===== config.mk =====
export PLATFORM = sky130hd
export DESIGN_NAME = fixed_point_mul
export DESIGN_NICKNAME = d
export VERILOG_FILES = /design/src/rtl/fixed_point_pkg.sv /design/src/rtl/fixed_point_sat.sv /design/src/rtl/fixed_point_mul.sv
export SDC_FILE = /design/constraint.sdc
export NUM_CORES = 1
export LEC_CHECK = 0
export BUFFER_PORTS_ARGS = -buffer_cell sky130_fd_sc_hd__buf_2
export CELL_PAD_IN_SITES_DETAIL_PLACEMENT = 1
export CELL_PAD_IN_SITES_GLOBAL_PLACEMENT = 2
export CORE_UTILIZATION = 38
export DETAILED_ROUTE_END_ITERATION = 8
export MAX_ROUTING_LAYER = met4
export PLACE_DENSITY_LB_ADDON = 0.1
export SETUP_SLACK_MARGIN = 0.05
export SYNTH_ARGS = -nofsm -noshare
export SYNTH_HDL_FRONTEND = slang
export SYNTH_SLANG_ARGS = --single-unit

===== constraint.sdc =====
create_clock -name CLK -period 7.42 [get_ports CLK]
set_input_delay 1.113 -clock CLK [delete_from_list [all_inputs] [get_ports CLK]]
set_output_delay 1.113 -clock CLK [all_outputs]
set_load 0.01 [all_outputs]

===== src/rtl/fixed_point_pkg.sv =====
// Shared definitions for the fixed-point datapath blocks: FSM encodings and
// two's-complement saturation limits.
package fixed_point_pkg;

    typedef enum logic [1:0] {
        IDLE = 2'd0,
        BUSY = 2'd1,
        DONE = 2'd2
    } state_t;

    // Limits are returned 64 bits wide; callers narrow them to their own width.
    function automatic logic [63:0] max_pos(input int w);
        return (64'd1 << (w - 1)) - 64'd1;
    endfunction

    function automatic logic [63:0] min_neg(input int w);
        return ~(64'd1 << (w - 1)) + 64'd1;
    endfunction

endpackage


===== src/rtl/fixed_point_sat.sv =====
// Combinational saturation: unsigned double-width magnitude plus sign in,
// WIDTH-bit two's-complement value and overflow flag out.
module fixed_point_sat
    import fixed_point_pkg::*;
#(
    parameter int WIDTH = 8
) (
    input  logic [2*WIDTH-1:0] mag,
    input  logic               sign,
    output logic [WIDTH-1:0]   value,
    output logic               overflow
);

    localparam logic [WIDTH-1:0]   MAX_VAL = WIDTH'(max_pos(WIDTH));
    localparam logic [WIDTH-1:0]   MIN_VAL = WIDTH'(min_neg(WIDTH));
    localparam logic [2*WIDTH-1:0] POS_LIM = (2*WIDTH)'(max_pos(WIDTH));
    // Negative side reaches one further: |-2^(W-1)| = 2^(W-1).
    localparam logic [2*WIDTH-1:0] NEG_LIM = POS_LIM + (2*WIDTH)'(1);

    always_comb begin
        value    = '0;
        overflow = 1'b0;
        if (!sign) begin
            if (mag > POS_LIM) begin
                value    = MAX_VAL;
                overflow = 1'b1;
            end else begin
                value = mag[WIDTH-1:0];
            end
        end else begin
            if (mag > NEG_LIM) begin
                value    = MIN_VAL;
                overflow = 1'b1;
            end else begin
                value = ~mag[WIDTH-1:0] + WIDTH'(1);
            end
        end
    end

endmodule


===== src/rtl/fixed_point_mul.sv =====
// Iterative signed fixed-point multiplier: sign-magnitude shift-add, one
// multiplier bit per cycle, truncation toward zero and saturation on output.
module fixed_point_mul
    import fixed_point_pkg::*;
#(
    parameter int WIDTH     = 8,
    parameter int FRAC_BITS = 3
) (
    input  logic             CLK,
    input  logic             RST,
    input  logic [WIDTH-1:0] VALUE_A_IN,
    input  logic [WIDTH-1:0] VALUE_B_IN,
    input  logic             VALID_IN,
    output logic             READY_OUT,
    output logic [WIDTH-1:0] VALUE_OUT,
    output logic             OVERFLOW_OUT,
    output logic             VALID_OUT
);

    localparam int CNT_W = (WIDTH > 1) ? $clog2(WIDTH) : 1;

    state_t             state;
    state_t             state_next;
    logic [CNT_W-1:0]   cnt;
    logic               sign;
    logic [WIDTH-1:0]   mag_a;
    logic [WIDTH-1:0]   mag_b;
    logic [2*WIDTH-1:0] acc;
    logic [2*WIDTH-1:0] mag_trunc;
    logic [WIDTH-1:0]   sat_value;
    logic               sat_ovf;
    logic               accept;
    logic               last_bit;

    assign accept    = VALID_IN && READY_OUT;
    assign last_bit  = (cnt == CNT_W'(WIDTH - 1));
    // Dropping the fractional bits of an unsigned magnitude rounds toward zero.
    assign mag_trunc = acc >> FRAC_BITS;

    fixed_point_sat #(.WIDTH(WIDTH)) u_sat (
        .mag      (mag_trunc),
        .sign     (sign),
        .value    (sat_value),
        .overflow (sat_ovf)
    );

    always_ff @(posedge CLK) begin
        if (RST) begin
            state <= IDLE;
        end else begin
            state <= state_next;
        end
    end

    always_comb begin
        state_next = state;
        READY_OUT  = 1'b0;
        case (state)
            IDLE: begin
                READY_OUT = 1'b1;
                if (VALID_IN) state_next = BUSY;
            end
            BUSY:    if (last_bit) state_next = DONE;
            DONE:    state_next = IDLE;
            default: state_next = IDLE;
        endcase
    end

    always_ff @(posedge CLK) begin
        if (RST) begin
            cnt          <= '0;
            sign         <= 1'b0;
            mag_a        <= '0;
            mag_b        <= '0;
            acc          <= '0;
            VALUE_OUT    <= '0;
            OVERFLOW_OUT <= 1'b0;
            VALID_OUT    <= 1'b0;
        end else begin
            VALID_OUT <= (state == DONE);
            if (accept) begin
                sign  <= VALUE_A_IN[WIDTH-1] ^ VALUE_B_IN[WIDTH-1];
                mag_a <= VALUE_A_IN[WIDTH-1] ? (~VALUE_A_IN + WIDTH'(1)) : VALUE_A_IN;
                mag_b <= VALUE_B_IN[WIDTH-1] ? (~VALUE_B_IN + WIDTH'(1)) : VALUE_B_IN;
                acc   <= '0;
                cnt   <= '0;
            end
            if (state == BUSY) begin
                if (mag_b[cnt]) begin
                    acc <= acc + ({{WIDTH{1'b0}}, mag_a} << cnt);
                end
                cnt <= last_bit ? '0 : cnt + CNT_W'(1);
            end
            if (state == DONE) begin
                VALUE_OUT    <= sat_value;
                OVERFLOW_OUT <= sat_ovf;
            end
        end
    end

endmodule

==> reports/qor.csv <==
metric;value;unit
Critical Path End Type;flop;
layout-stage area growth over the synthesis result;10.0;%
final hold violation count;0;
period utilization;0.444;
WP buf/inv;0;
Net count, final;481;
list of cells traversed by the critical path;mux2i_1, o22ai_1, and2_1, ha_1, nand3_1, a211oi_1, o21ai_0, a31oi_1, mux2_2;
sequential element share of the synthesized area;0.289;
initial antenna violation count;0;
slowest cell on the critical path;sky130_fd_sc_hd__dfxtp_1;
post-CTS repair timing setup buffer count;0;
CTS sink cnt;48;
floorplan core area;8340;um2
setup slack at placement;4200;ps
CTS max path bufs;2;
1st-pass router iterations;4;
unrepaired setup endpoints after global routing;false;
placer's final routability congestion estimate;0.832;
number of levels the H-tree was split into;2;
kind of start point of the critical path;flop;
count of hold-fix buffers inserted at cts;0;
fraction of final layout cells with drive strength greater than 1;0.136;
critical path data arrival time;3500;ps
starting density of the core;0.399;
CTS tree;built;
clock input transition at the sequential cells of the worst setup and hold paths;100;ps
Mapped Avg Cell Area;7.91;um2
number of synthesized register bits;48;
number of buffers inserted during clock tree synthesis;5;
number of DRC violations after detailed routing;0;
Max stage delay on crit path;740;ps
Root Buffer;sky130_fd_sc_hd__clkbuf_8;
post-synth design cell area;3330;um2
highest ir drop seen on vdd;0.0661;mV
number of gates resized after CTS;0;
# setup viols final;0;
number of distinct library cell variants in the gate-level netlist after synthesis;55;
WP data required;7630;ps
die extent in x;95.6;um
PD cells;155;nW/um2
number of warning messages in the yosys log;0;
number of placed instances with taps included;538;
final critical-path required period;3290;ps
worst clock skew on the final layout;11.6;ps
Syn Inst Count;421;
post-route worst setup slack;4130;ps
total of buffers placed on input and output ports;29;
die extent in y;95.6;um
fraction of registers with async set/reset;0;
fillers;1057;
Worst R2R Setup Slack;4130;ps
number of nets produced by synthesis;462;
vias in the first global route;3014;
post-layout instance count excluding filler cells;546;
total of max-cap violations;0;
area of the die;9140;um2
Setup TNS;0;ps
top achievable clock speed;0.304;GHz
overflow left after global routing;0;
later-pin clock latency in the skew report;320;ps
Top Ports;30;
leakage power;1.48;nW
post-route antenna net violation count;0;
Detailed Route Iter0 Violations;116;
cell family contributing the most delay on the critical path;compound AO/OA/AOI/OAI gates;
utilization of the core after routing;0.439;
ant diodes;0;
worst min path class;reg2reg;
Cell Rows;33;
All-Layer GR Usage;0.220;
largest driver fanout on the critical path;16;
critical path type;reg2reg;
number of enable flip-flop cells after synthesis;0;
Routed WL;8920;um
largest net degree at the start of global routing;42;
placed wire-length estimate;6870;um
total via count in the routed design;3085;
prevailing post-synth register cell;sky130_fd_sc_hd__dfxtp_1;
first-pass GRT wire length;15000;um
final number of max-transition violations;0;
post-DR wirelength/cell;16.3;um
Relative slew margins;0.404;
result of the run;completed;
Tightest Pin Transition;891;ps
average vias per placed instance;5.65;
-- cells in the mapped netlist, types with 4 or more instances --
| cell | instances | share of area |
|---|---|---|
| sky130_fd_sc_hd__dfxtp_1 | 48 | 0.29 |
| sky130_fd_sc_hd__nor2_1 | 47 | 0.053 |
| sky130_fd_sc_hd__nand2_1 | 45 | 0.051 |
| sky130_fd_sc_hd__a21oi_1 | 29 | 0.044 |
| sky130_fd_sc_hd__ha_1 | 21 | 0.079 |
| sky130_fd_sc_hd__a211oi_1 | 20 | 0.045 |
| sky130_fd_sc_hd__nand3_1 | 19 | 0.029 |
| sky130_fd_sc_hd__o21ai_0 | 19 | 0.029 |
| sky130_fd_sc_hd__clkbuf_1 | 16 | 0.018 |
| sky130_fd_sc_hd__inv_1 | 11 | 0.012 |
| sky130_fd_sc_hd__mux2i_1 | 11 | 0.033 |
| sky130_fd_sc_hd__mux2_2 | 9 | 0.030 |
| sky130_fd_sc_hd__nand2b_1 | 9 | 0.017 |
| sky130_fd_sc_hd__xor2_1 | 9 | 0.024 |
| sky130_fd_sc_hd__or3_1 | 8 | 0.015 |
| sky130_fd_sc_hd__xnor2_1 | 8 | 0.021 |
| sky130_fd_sc_hd__nor3_1 | 7 | 0.011 |
| sky130_fd_sc_hd__a311oi_1 | 6 | 0.016 |
| sky130_fd_sc_hd__o211ai_1 | 6 | 0.014 |
| sky130_fd_sc_hd__a31oi_1 | 5 | 0.0094 |
| sky130_fd_sc_hd__o22ai_1 | 5 | 0.0094 |
| sky130_fd_sc_hd__and2_1 | 4 | 0.0075 |
| sky130_fd_sc_hd__and3_2 | 4 | 0.0090 |
| sky130_fd_sc_hd__and4_1 | 4 | 0.011 |
| sky130_fd_sc_hd__nor2b_1 | 4 | 0.0075 |
| sky130_fd_sc_hd__o31ai_1 | 4 | 0.0090 |
| sky130_fd_sc_hd__or4_1 | 4 | 0.0090 |
-- metal layers --
metal	global-route usage	share of wire	vias to the layer above
li1	-	-	1579
met1	0.277	0.48	1446
met2	0.362	0.47	45
met3	0.0287	0.026	15
met4	0.0721	0.022	0
met5	-	0	-
-- final timing paths --
| path | end | cells after the start | from |
|---|---|---|---|
| max | acc[15] | 9 | cnt[1] |
| min | mag_b[7] | 2 | mag_b[7] |
| max reg2reg | acc[15] | 9 | cnt[1] |
| min reg2reg | mag_b[7] | 2 | mag_b[7] |
-- tightest hold or removal path: stages (launching register included) --
cell                      delay [ps]
sky130_fd_sc_hd__dfxtp_1         320
sky130_fd_sc_hd__nand2_1          50
sky130_fd_sc_hd__a21oi_1          50
-- cell families (layout without fill, tap and decap cells) --
logic type               Yosys count  after routing  synth area share
AND/OR/NAND/NOR                  176            176             0.266
AO/OA/AOI/OAI                    108            108             0.215
flip-flops                        48             48             0.289
buffers and inverters             29             49            0.0338
adder cells (fa/ha/maj)           22             22            0.0849
multiplexers                      21             21            0.0669
XOR/XNOR                          17             17            0.0447
-- flip-flops by register name (all words and copies together), names as in the netlist --
signal        cells
VALID_OUT         1
OVERFLOW_OUT      1
state             2
sign              1
cnt               3
acc              16
mag_a             8
VALUE_OUT         8
mag_b             8
-- stage by stage --
step / cell area, um2 / hold WS (ps) / power [mW]
floorplan: 3330 / 428 / 0.346
global placement: 3550 / 440 / 0.372
detailed placement: 3550 / 450 / 0.373
CTS: 3660 / 461 / 0.575
global route: 3660 / 482 / 0.599
finish: 3660 / 456 / 0.567
-- power breakdown --
part           total [mW]  internal, mW  leakage, nW  switching [mW]
registers           0.278         0.266        0.390          0.0113
clock network       0.200         0.102       0.0583          0.0981
logic              0.0894        0.0369         1.03          0.0526
total               0.567         0.405         1.48           0.162
-- cell type report --
cell class	count	area, um2	area share
well taps	105	131	0.0358
inverters	11	41.3	0.0113
repair buffers	30	153	0.0417
multi-input cells	344	2260	0.617
clock buffers	5	68.8	0.0188
clock inverters	3	47.5	0.0130
flip-flops and latches	48	961	0.262
-- cell usage in the layout (no fill, tap or decap), types with 9 or more instances in the layout --
cell and instances:
sky130_fd_sc_hd__nand2_1 45, sky130_fd_sc_hd__nand3_1 19, sky130_fd_sc_hd__nor2_1 47, sky130_fd_sc_hd__o21ai_0 19, sky130_fd_sc_hd__xor2_1 9, sky130_fd_sc_hd__buf_2 29, sky130_fd_sc_hd__mux2_2 9, sky130_fd_sc_hd__mux2i_1 11
sky130_fd_sc_hd__nand2b_1 9, sky130_fd_sc_hd__a211oi_1 20, sky130_fd_sc_hd__dfxtp_1 48, sky130_fd_sc_hd__a21oi_1 29, sky130_fd_sc_hd__ha_1 21, sky130_fd_sc_hd__inv_1 11
Power figures use the tool's default switching activity.
